**config.mk**
```make
export PLATFORM = sky130hd
export DESIGN_NAME = pipe_ctrl
export DESIGN_NICKNAME = d
export VERILOG_FILES = /design/src/rtl/pipe_pkg.sv /design/src/rtl/pipe_scoreboard.sv /design/src/rtl/pipe_ctrl.sv
export SDC_FILE = /design/constraint.sdc
export NUM_CORES = 1
export LEC_CHECK = 0
export CAP_MARGIN = 0
export CORE_ASPECT_RATIO = 0.75
export CORE_UTILIZATION = 40
export CTS_CLUSTER_DIAMETER = 200
export CTS_CLUSTER_SIZE = 20
export DETAILED_ROUTE_END_ITERATION = 10
export PLACE_DENSITY = 0.72
export SETUP_SLACK_MARGIN = 0.3
export SLEW_MARGIN = 5
export SYNTH_ARGS = -nofsm -noshare
export SYNTH_HDL_FRONTEND = slang
export SYNTH_HIERARCHICAL = 1
export SYNTH_SLANG_ARGS = --single-unit
```
**constraint.sdc**
```tcl
create_clock -name clk -period 2.2 [get_ports clk]
set_input_delay 0.55 -clock clk [delete_from_list [all_inputs] [get_ports clk]]
set_output_delay 0.55 -clock clk [all_outputs]
set_load 0.005 [all_outputs]
```
**src/rtl/pipe_pkg.sv**
```systemverilog
// Shared definitions for the pipeline control slice: default register-number
// width, hazard/recovery FSM encoding and the scoreboard entry layout.
package pipe_pkg;

  // Default width of a register number.
  localparam int REGNOBITS_DEF = 6;

  // Widest register number a scoreboard entry can hold; narrower register
  // numbers are zero-extended into the entry.
  localparam int REGNO_MAX = 16;

  // Control FSM: normal issue, or holding flush_D after a mispredict.
  typedef enum logic {
    RUN     = 1'b0,
    RECOVER = 1'b1
  } state_e;

  // One in-flight register write between decode and register-file write.
  typedef struct packed {
    logic                 valid;
    logic [REGNO_MAX-1:0] regno;
  } sb_entry_t;

endpackage

```
**src/rtl/pipe_scoreboard.sv**
```systemverilog
// In-flight write scoreboard: a shift register of {valid, regno} advanced
// every cycle (entry 0 youngest), plus combinational source-operand matching.
module pipe_scoreboard
  import pipe_pkg::*;
#(
  parameter int REGNOBITS = REGNOBITS_DEF,
  parameter int SBDEPTH   = 2
) (
  input  logic                 clk,
  input  logic                 reset,
  input  logic                 i_ins_valid,
  input  logic [REGNOBITS-1:0] i_wregno,
  input  logic                 i_use_rs,
  input  logic [REGNOBITS-1:0] i_rs,
  input  logic                 i_use_rt,
  input  logic [REGNOBITS-1:0] i_rt,
  output logic                 o_hazard,
  output logic                 o_busy
);

  sb_entry_t r_sb [SBDEPTH];
  logic      w_match_rs;
  logic      w_match_rt;

  // Shift the scoreboard every cycle; stalled cycles push bubbles.
  always_ff @(posedge clk or posedge reset) begin
    if (reset) begin
      // NOTE: this array is a few flops, not a RAM, so it can take the async
      // reset; clearing the whole entry keeps the reset value unambiguous.
      for (int i = 0; i < SBDEPTH; i++) r_sb[i] <= '0;
    end else begin
      // NOTE: non-blocking assignments make every entry load its neighbour's
      // old value, which is exactly the shift; blocking would smear entry 0.
      r_sb[0] <= '{valid: i_ins_valid, regno: REGNO_MAX'(i_wregno)};
      for (int i = 1; i < SBDEPTH; i++) r_sb[i] <= r_sb[i-1];
    end
  end

  // Compare both source registers against every valid in-flight write.
  always_comb begin
    // NOTE: defaults first, so no path through the loop can infer a latch.
    w_match_rs = 1'b0;
    w_match_rt = 1'b0;
    o_busy     = 1'b0;
    for (int i = 0; i < SBDEPTH; i++) begin
      if (r_sb[i].valid) begin
        o_busy = 1'b1;
        if (r_sb[i].regno == REGNO_MAX'(i_rs)) w_match_rs = 1'b1;
        if (r_sb[i].regno == REGNO_MAX'(i_rt)) w_match_rt = 1'b1;
      end
    end
  end

  assign o_hazard = (i_use_rs & w_match_rs) | (i_use_rt & w_match_rt);

endmodule

```
**src/rtl/pipe_ctrl.sv**
```systemverilog
// Pipeline hazard / mispredict control: stalls fetch on a read-after-write
// hazard, flushes decode on hazards and mispredicts, and extends a mispredict
// flush to FLUSHLEN cycles through the RECOVER state.
// Optional feature: define PIPE_PERF_EN to add 32-bit stallcnt / flushcnt.
module pipe_ctrl
  import pipe_pkg::*;
#(
  parameter int REGNOBITS = REGNOBITS_DEF,
  parameter int SBDEPTH   = 2,
  parameter int FLUSHLEN  = 1
) (
  input  logic                 clk,
  input  logic                 reset,
  input  logic                 isnop_D,
  input  logic [REGNOBITS-1:0] rs_D,
  input  logic [REGNOBITS-1:0] rt_D,
  input  logic                 usert_D,
  input  logic                 wrreg_D,
  input  logic [REGNOBITS-1:0] wregno_D,
  input  logic                 mispred_B,
  output logic                 stall_F,
  output logic                 flush_D,
  output logic                 busy
`ifdef PIPE_PERF_EN
  ,
  output logic [31:0]          stallcnt,
  output logic [31:0]          flushcnt
`endif
);

  localparam logic [2:0] RELOAD = 3'(FLUSHLEN - 1);

  state_e     r_state;
  state_e     w_state_nxt;
  logic [2:0] r_cnt;
  logic [2:0] w_cnt_nxt;
  logic       w_hazard;
  logic       w_ins_valid;

  // A flushed or bubble instruction never claims a destination register.
  assign w_ins_valid = wrreg_D & ~isnop_D & ~flush_D;

  pipe_scoreboard #(
    .REGNOBITS (REGNOBITS),
    .SBDEPTH   (SBDEPTH)
  ) u_sb (
    .clk         (clk),
    .reset       (reset),
    .i_ins_valid (w_ins_valid),
    .i_wregno    (wregno_D),
    .i_use_rs    (~isnop_D),
    .i_rs        (rs_D),
    .i_use_rt    (usert_D),
    .i_rt        (rt_D),
    .o_hazard    (w_hazard),
    .o_busy      (busy)
  );

  // Reset forces a flush combinationally; a mispredict overrides a stall.
  assign flush_D = reset | mispred_B | (r_state == RECOVER) | w_hazard;
  assign stall_F = w_hazard & ~mispred_B & (r_state == RUN);

  // FSM state and recovery counter; async reset aborts recovery at once.
  always_ff @(posedge clk or posedge reset) begin
    if (reset) begin
      r_state <= RUN;
      r_cnt   <= '0;
    end else begin
      r_state <= w_state_nxt;
      r_cnt   <= w_cnt_nxt;
    end
  end

  // Next state: enter/extend recovery on mispredict, count down to RUN.
  always_comb begin
    w_state_nxt = r_state;
    w_cnt_nxt   = r_cnt;
    unique case (r_state)
      RUN: begin
        if (mispred_B && FLUSHLEN > 1) begin
          w_state_nxt = RECOVER;
          w_cnt_nxt   = RELOAD;
        end
      end
      RECOVER: begin
        if (mispred_B) begin
          w_cnt_nxt = RELOAD;
        end else begin
          w_cnt_nxt = r_cnt - 3'd1;
          if (r_cnt == 3'd1) w_state_nxt = RUN;
        end
      end
      default: begin
        w_state_nxt = RUN;
        w_cnt_nxt   = '0;
      end
    endcase
  end

`ifdef PIPE_PERF_EN
  logic [31:0] r_stallcnt;
  logic [31:0] r_flushcnt;

  // Free-running event counters; they wrap naturally at 2^32.
  always_ff @(posedge clk or posedge reset) begin
    if (reset) begin
      r_stallcnt <= '0;
      r_flushcnt <= '0;
    end else begin
      if (stall_F)   r_stallcnt <= r_stallcnt + 32'd1;
      if (mispred_B) r_flushcnt <= r_flushcnt + 32'd1;
    end
  end

  assign stallcnt = r_stallcnt;
  assign flushcnt = r_flushcnt;
`endif

endmodule

```
# Word-level counts from Yosys, hierarchy flattened
# Cells that the tools add are included.
[classes]
add_sub_neg = 1
n_eq_ne = 5
n_mux = 14
bitwise_logic = 14
[op_table]
columns = ["operator", "count"]
rows = [
  ["$eq 6x6->1", 4],
  ["$mux 1", 13],
  ["$and 1x1->1", 6],
  ["$not 1->1", 4],
  ["$or 1x1->1", 4],
  ["$eq 3x1->1 const B", 1],
  ["$mux 3", 1],
  ["$sub 3x1->3 const B", 1],
]
[totals]
regBits = 18
in_bits = 24

# Logic depth before layout (Yosys ltp)
# Gate-level depths: netlist (run 1).
[logic_depth]
depth_word = 10
ltp_mapped = 6

# By module
# Netlist (run 1), hierarchy kept.
[by_module_without_submodules]
columns = ["mod", "instances", "cells_each", "area_per_inst_um2", "seq_area_each_um2"]
rows = [
  ["pipe_scoreboard", 1, 51, 636.9, 350.3],
  ["pipe_ctrl", 1, 22, 234.0, 100.1],
]

# Worst setup path after synthesis (run 1)
# Ideal clock, no wire load.
[synth_path]
path_type = "input to output"
from = "input port rt_D[3]"
to = "output port flush_D"
t_arrival_ps = 1519
required_ps = 1650
path_slack_ps = 131
path_stages = 5
path_cell_list = "xnor2_1 -> nand4_1 -> o22ai_1 -> a22o_1 -> or4_4"
[synth_between]
elab_chain_cells = 8
[synth_lines]
columns = ["element", "line", "rtl"]
rows = [
  ["start: declaration", "pipe_ctrl.sv:16", "input logic [REGNOBITS-1:0] rt_D,"],
  ["$eq 6x6->1", "pipe_scoreboard.sv:49", "if (r_sb[i].regno == REGNO_MAX'(i_rt)) w_match_rt = 1'b1;"],
  ["$mux 1", "pipe_scoreboard.sv:49", ""],
  ["$mux 1", "pipe_scoreboard.sv:46", "if (r_sb[i].valid) begin"],
  ["$mux 1", "pipe_scoreboard.sv:49", ""],
  ["$mux 1 *", "pipe_scoreboard.sv:46", ""],
  ["$and 1x1->1 *", "pipe_scoreboard.sv:54", "assign o_hazard = (i_use_rs & w_match_rs) | (i_use_rt & w_match_rt);"],
  ["$or 1x1->1 *", "pipe_scoreboard.sv:54", ""],
  ["via w_hazard", "pipe_ctrl.sv:37", "logic w_hazard;"],
  ["$or 1x1->1 *", "pipe_ctrl.sv:60", "assign flush_D = reset | mispred_B | (r_state == RECOVER) | w_hazard;"],
  ["end: declaration", "pipe_ctrl.sv:22", "output logic flush_D,"],
]
# Mark *: on every way through the listed nets, which the timed path passes. The rest lies on a longest branch.

# Worst setup path in the final report (run 1)
[layout_path]
from = "input port rs_D[4]"
to = "output port flush_D"
[layout_between]
elab_chain_cells = 8
[layout_lines]
columns = ["element", "line", "rtl"]
rows = [
  ["start: declaration", "pipe_ctrl.sv:15", "input logic [REGNOBITS-1:0] rs_D,"],
  ["$eq 6x6->1", "pipe_scoreboard.sv:48", "if (r_sb[i].regno == REGNO_MAX'(i_rs)) w_match_rs = 1'b1;"],
  ["$mux 1", "pipe_scoreboard.sv:48", ""],
  ["$mux 1", "pipe_scoreboard.sv:46", ""],
  ["$mux 1", "pipe_scoreboard.sv:48", ""],
  ["$mux 1 *", "pipe_scoreboard.sv:46", ""],
  ["$and 1x1->1 *", "pipe_scoreboard.sv:54", ""],
  ["$or 1x1->1 *", "pipe_scoreboard.sv:54", ""],
  ["via w_hazard", "pipe_ctrl.sv:37", ""],
  ["$or 1x1->1 *", "pipe_ctrl.sv:60", ""],
]
# Marks and branches as above.

==> reports/metrics.sh, run 1 <==
CTS_BUFFER_COUNT=3
GR-TOTAL-OVERFLOW=0
DRC=0
FINALMAXSLEWVIOLATIONS=0
POST-PLACE-WS_NS=-0.782
P_PER_AREA_nW_PER_UM2=541
SYNTH_TOP_CELLS_BY_AREA='dfrtp_1 52%, xnor2_1 24%, ha_1 2.9%, nand4_1 2.9%, inv_1 2.6%'
YOSYSWARNINGS=6
FINAL_NETS=134
DRT.ANTENNA.VIOLATING_NETS=0
POST-CTS-SETUP-BUFFER-COUNT=0
TOTAL_POWER_mW=0.671
STATIC-LEAKAGE-POWER_nW=0.532
CP-START-KIND='primary input'
WL_PER_CELL_UM=12.3
GRT.TOTAL_USAGE_PCT=16.2
DETAIL_ROUTE.ITER0.VIOLATIONS=7
POSTSYNTHNETCOUNT=99
DRIVE_ABOVE_1_SHARE_PCT=24.3
FINAL_CELL_MIX='21 x xnor2_1, 17 x dfrtp_1, 10 x clkdlybuf4s50_1'
SYNTH_SEQ_CELLS=18
CLOCK_TREE.ROOT_CELL='clkbuf_4'
NETLIST-CELL-TYPE-COUNT=19
SYNTH.CELL_AREA_UM2=871
CHIPHEIGHT_UM=42.4
SYNTH_SEQUENTIAL_AREA_RATIO_PCT=51.7
NUM-FILL-CELLS=169
HOLD_VIOLATIONS=0
NUM_IO_PINS=27
CRITICAL-PATH-MAX-STAGE-DELAY_NS=0.42
TIGHTESTPINTRANSITION_NS=0.513
ANTENNA_CELLS=0
FAILING_CHECKS='setup timing'
SYNTH.LARGEST_AREA_CELL='dfrtp_1'
ROUTED-VIA-COUNT=620
POST_SYNTH_INST_COUNT=73
CLOCK_PATH_BUFFERS=2
SLEW_HEADROOM_PCT=65.8
ROUTABILITYCONGESTION=0.812
PIN_COUNT_OF_THE_BIGGEST_NET_ENTERING_GLOBAL_ROUTING=15
IO_BUFFERS=26
DP_HPWL_UM=1370
CRITICAL_PATH.ENDPOINT_TYPE='primary output'
VDD_IR_DROP_MAX_mV=0.354
FMAX_MHz=421
LEADING_CELL_TYPE_IN_THE_LAYOUT_FILL_AND_TAPS_EXCLUDED='xnor2_1'
AREA_GROWTH_PCT=42.4
COREAREA_UM2=2030
FLOORPLAN.DIE.WIDTH_UM=55.9
FULL_DIE_AREA_UM2=2370
POST-ROUTE-MIN-PERIOD_NS=2.37
RUN_STATUS='finished with violations'
CRITPATHREQUIREDTIME_NS=1.65
MIN-DELAY-PATH-CLASS='flop to flop'
PATH_CLASS='primary input to primary output'
PLACEMENT_ROWS=14
CLOCK_TRANSITION_AT_PATH_REGS_NS=0.10
VIAS_IN_THE_FIRST_GLOBAL_ROUTE=646
CRIT_FANOUT=2
ANTENNA_FOUND_INITIAL=0
FIN_WORST_SKEW_NS=0.00512
CTS_HOLD_BUF=0
ROUTE.FINAL.WIRE_LENGTH_UM=1610
CTS_TREE='built'
POST-ROUTE-UTIL_PCT=61.0
INITIAL_CORE_UTIL_PCT=42.9
WORSTPATHARRIVAL_NS=1.82
SYNTH_AREA_PER_CELL_UM2=11.9
FIN_WS_NS=-0.174
PATH_CELLS='clkdlybuf4s15_1, xnor2_1, nand3_1, o22ai_1, a22o_1, or4_4, buf_6'
INSERTION_DELAY_NS=0.29
SYNTH_TOP_AREA_SHARE_PCT=51.7
SETUP_VIOL=2
FIRST_PASS_GRT_WIRE_LENGTH_UM=2880
RSZ0062_AT_GRT='true'
PERIOD_SHARE_PCT=108
TIMING.MAX_CAP.VIOLATIONS=0
NUMBER_OF_OPTIMIZATION_ITERATIONS_IN_THE_FIRST_DETAILED_ROUTE_PASS=4
WORST_PATH_MAX_DELAY_CELL='or4_4'
CTS-HTREE-LEVELS=1
CTS_NUM_SINKS=18
ROUTE.DETAILED.VIAS_PER_INST=4.73
## per-stage QoR
stage                     cell area (um^2)  setup TNS [ns]  cells  hold WS (ns)
after floorplan                        871               0     73         0.316
after global placement                1190           -1.66    127         0.416
after detailed placement              1190           -1.72    127         0.421
after CTS                             1230          -0.242    131         0.445
after global routing                  1240          -0.412    131         0.463
final                                 1240          -0.198    131         0.441
## sequential cells by signal, indices dropped and copies added, names as in the netlist
register and cells:
u_sb/r_sb 14, r_cnt 3, r_state 1
## synth_stat cells
cell / number
xnor2_1: 24
dfrtp_1: 18
inv_1: 6
nand3_1: 4
nand4_1: 4
o22ai_1: 3
ha_1: 2
a21boi_0: 1
a22o_1: 1
mux2i_1: 1
nand2b_1: 1
nor2_1: 1
nor3b_1: 1
nor3b_2: 1
o221ai_1: 1
or2_2: 1
or2b_1: 1
or3b_2: 1
or4_4: 1
## worst max-delay path, delay by kind of cell
kind	cells	cell delay (ns)
AO/OA/AOI/OAI	2	0.27
XOR/XNOR	1	0.15
buffers and inverters	2	0.33
AND/OR/NAND/NOR	2	0.52
## area by class of cell
class                   instances  area [um^2]  area share (%)
clock buffers                   4         36.3            2.93
multi-input cells              49          425            34.3
repair buffers                 30          274            22.1
well taps                      24         30.0            2.42
flip-flops and latches         18          452            36.4
inverters                       6         22.5            1.82
## metal layers
metal | up-vias | part of all wire [%] | global-route usage (%)
li1 | 314 | - | -
met1 | 288 | 49 | 21.1
met2 | 15 | 45 | 25.8
met3 | 3 | 4.9 | 6.79
met4 | 0 | 0.50 | 2.93
met5 | - | 0 | 0
## logic make-up (layout without fill, tap and decap cells)
kind of cell / count (synthesis) / count (layout) / synth area share, %
AO/OA/AOI/OAI: 6 / 6 / 5.03
XOR/XNOR: 24 / 24 / 24.1
adder cells (fa/ha/maj): 2 / 2 / 2.87
multiplexers: 1 / 1 / 1.15
buffers and inverters: 6 / 40 / 2.59
AND/OR/NAND/NOR: 16 / 16 / 12.5
flip-flops: 18 / 18 / 51.7
## worst paths after layout
path	cells past startpoint	endpoint	slack [ns]	start
max reg2reg	7	u_sb/r_sb[33]	0.43	u_sb/r_sb[5]
min	0	u_sb/r_sb[2]	0.44	u_sb/r_sb[19]
max in group asynchronous	3	u_sb/r_sb[5]	1.09	reset
min in group asynchronous	3	r_cnt[2]	0.59	reset
max	7	flush_D	-0.17	rs_D[4]
min reg2reg	0	u_sb/r_sb[2]	0.44	u_sb/r_sb[19]
## power breakdown
group / leakage (nW) / internal [mW] / switching, mW
clock network: 0.0210 / 0.101 / 0.101
logic: 0.305 / 0.0728 / 0.0402
registers: 0.206 / 0.343 / 0.0131
total: 0.532 / 0.517 / 0.154
## what timing repair did
| action | CTS | global route |
|---|---|---|
| hold endpoints to repair | 0 | 0 |
| pin swaps | 9 | 10 |
| resized for setup | 43 | 5 |
| endpoints found under the setup margin | 4 | 2 |
No activity file was read; power rests on OpenSTA's default activity.
==> run 2, diff against run 1 <==
- SKIP_CTS_REPAIR_TIMING: default -> 1
==> reports/metrics.sh, run 2 (synthesis gave the netlist of run 1 again) <==
CP-STARTPOINT='isnop_D'
R2R_START='u_sb/r_sb[5]'
CTS_BUFFER_COUNT=3  # unchanged
FIRST_PASS_GRT_WIRE_LENGTH_UM=2870  # -0.24%
ANTENNA_FOUND_INITIAL=0  # unchanged
CLOCK_PATH_BUFFERS=2  # unchanged
GR-TOTAL-OVERFLOW=0  # unchanged
SLEW_HEADROOM_PCT=65.8  # about the same
FLOORPLAN.DIE.WIDTH_UM=55.9  # unchanged
NUMBER_OF_OPTIMIZATION_ITERATIONS_IN_THE_FIRST_DETAILED_ROUTE_PASS=3  # -1
DETAIL_ROUTE.ITER0.VIOLATIONS=7  # unchanged
LARGEST_REGISTERS='u_sb/r_sb: 14 flops, r_cnt: 3 flops, r_state: 1 flops'
ROUTED-VIA-COUNT=629  # +1.5%
DP_HPWL_UM=1370  # unchanged
FINAL_CELL_MIX='21 x xnor2_1, 17 x dfrtp_1, 13 x dlymetal6s2s_1'
LARGEST_REGISTER_FF_COUNT=14  # unchanged
WORSTHOLDPATHCELLS=0  # unchanged
DRT.ANTENNA.VIOLATING_NETS=0  # unchanged
FF2FF_SETUP_SLACK_NS=0.41  # -0.02 ns
PERIOD_SHARE_PCT=109  # +0.85 points
CRITPATHREQUIREDTIME_NS=1.65  # about the same
CHIPHEIGHT_UM=42.4  # unchanged
REGISTER_CONTAINING_THE_MOST_FLIP_FLOPS_IN_THE_FINAL_LAYOUT='u_sb/r_sb'
DRIVE_ABOVE_1_SHARE_PCT=19.4  # -4.9 points
STATIC-LEAKAGE-POWER_nW=0.649  # +22%
PATH_CLASS='primary input to primary output'
SETUP_VIOL=1  # -1
POST-ROUTE-UTIL_PCT=63.6  # +2.6 points
ROUTABILITYCONGESTION=0.812  # unchanged
INITIAL_CORE_UTIL_PCT=42.9  # unchanged
HOLD_VIOLATIONS=0  # unchanged
INSERTION_DELAY_NS=0.29  # about the same
CRITICAL_PATH.ENDPOINT_TYPE='primary output'
RSZ0062_AT_GRT='true'
WORSTPATHARRIVAL_NS=1.84  # +0.02 ns
P_PER_AREA_nW_PER_UM2=525  # -3.0%
LEADING_CELL_TYPE_IN_THE_LAYOUT_FILL_AND_TAPS_EXCLUDED='xnor2_1'
CLOCK_TREE.ROOT_CELL='clkbuf_4'
FIN_WORST_SKEW_NS=0.00789  # +0.00277 ns
CTS-HTREE-LEVELS=1  # unchanged
NUM-FILL-CELLS=165  # -2.4%
CTS_TREE='built'
HOLD_PATH_STARTPOINT='u_sb/r_sb[19]'
CTS_NUM_SINKS=18  # unchanged
MIN-DELAY-PATH-CLASS='flop to flop'
TIMING.MAX_CAP.VIOLATIONS=0  # unchanged
ROUTE.FINAL.WIRE_LENGTH_UM=1690  # +4.7%
WL_PER_CELL_UM=12.8  # +3.9%
VIAS_IN_THE_FIRST_GLOBAL_ROUTE=639  # -1.1%
FINALMAXSLEWVIOLATIONS=0  # unchanged
RUN_STATUS='finished with violations'
ROUTE.DETAILED.VIAS_PER_INST=4.77  # +0.68%
PIN_COUNT_OF_THE_BIGGEST_NET_ENTERING_GLOBAL_ROUTING=15  # unchanged
PLACEMENT_ROWS=14  # unchanged
VDD_IR_DROP_MAX_mV=0.355  # +0.22%
NUM_IO_PINS=27  # unchanged
AREA_GROWTH_PCT=48.4
TOTAL_POWER_mW=0.678  # +1.1%
CLOCK_TRANSITION_AT_PATH_REGS_NS=0.10  # about the same
COREAREA_UM2=2030  # unchanged
FAILING_CHECKS='setup timing'
FIN_WS_NS=-0.193  # -0.0187 ns
DRC=0  # unchanged
CRIT_FANOUT=2  # unchanged
TIMING.HOLD.WS_NS=0.441  # -0.000351 ns
R2R.WORST_PATH.CELLS=7  # unchanged
FULL_DIE_AREA_UM2=2370  # unchanged
CP-START-KIND='primary input'
FINAL_NETS=135  # +0.75%
POST-ROUTE-MIN-PERIOD_NS=2.39  # +0.0187 ns
REG2REG_END='u_sb/r_sb[33]'
ANTENNA_CELLS=0  # unchanged
IO_BUFFERS=26  # unchanged
TIGHTESTPINTRANSITION_NS=0.513  # +0.000295 ns
CRIT_PATH_END='flush_D'
FMAX_MHz=418  # -0.78%
GRT.TOTAL_USAGE_PCT=16.2  # about the same
-- run 2: cell count changes in the layout (fill, tap and decap cells not counted), moves of 2 or more --
cell             change
clkdlybuf4s15_1      -5
clkdlybuf4s15_2      -4
dlygate4sd2_1        -2
dlymetal6s2s_1      +13
-- run 2: how the worst min path moves through the flow --
stage / slack, ns / end
finish: 0.44 / u_sb/r_sb[2]
detailed placement: 0.42 / u_sb/r_sb[2]
global placement: 0.42 / u_sb/r_sb[16]
CTS: 0.45 / u_sb/r_sb[2]
global route: 0.46 / u_sb/r_sb[2]
floorplan: 0.32 / r_cnt[0]
-- run 2: cell type report --
| type | instances | area, um^2 | area share (%) |
|---|---|---|---|
| clock buffers | 4 | 36.3 | 2.81 |
| flip-flops and latches | 18 | 452 | 34.9 |
| well taps | 24 | 30.0 | 2.32 |
| inverters | 6 | 22.5 | 1.74 |
| multi-input cells | 49 | 432 | 33.4 |
| repair buffers | 31 | 320 | 24.8 |
-- run 2: worst max-delay path: stages --
cell	delay, ns
clkdlybuf4s50_1	0.49
inv_1	0.05
a22o_1	0.20
or4_4	0.41
clkbuf_2	0.13
-- run 2: power breakdown --
group	internal, mW	total [mW]	leakage (nW)	switching [mW]
Sequential	0.343	0.356	0.206	0.0130
Clock	0.101	0.204	0.0210	0.103
Combinational	0.0770	0.119	0.422	0.0415
-- run 2: layer usage --
layer,routed length [um],track usage (%)
met5,0,0
met4,8,2.93
met3,87,6.79
met2,788,25.5
met1,802,21.2
-- run 2: metrics by stage --
| step | setup WS (ns) | cell area, um^2 | TNS (ns) | std cells |
|---|---|---|---|---|
| finish | -0.193 | 1290 | -0.193 | 132 |
| global route | -0.262 | 1290 | -0.406 | 132 |
| CTS | -0.786 | 1230 | -1.55 | 131 |
| detailed placement | -0.782 | 1190 | -1.72 | 127 |
| global placement | -0.763 | 1190 | -1.66 | 127 |
| floorplan | 0.219 | 871 | 0 | 73 |
==> run 3, diff against run 2 <==
- HOLD_SLACK_MARGIN: default -> 0.12
==> results of run 3 <==
Final layout, timing and power as in run 2 (identical DEF).
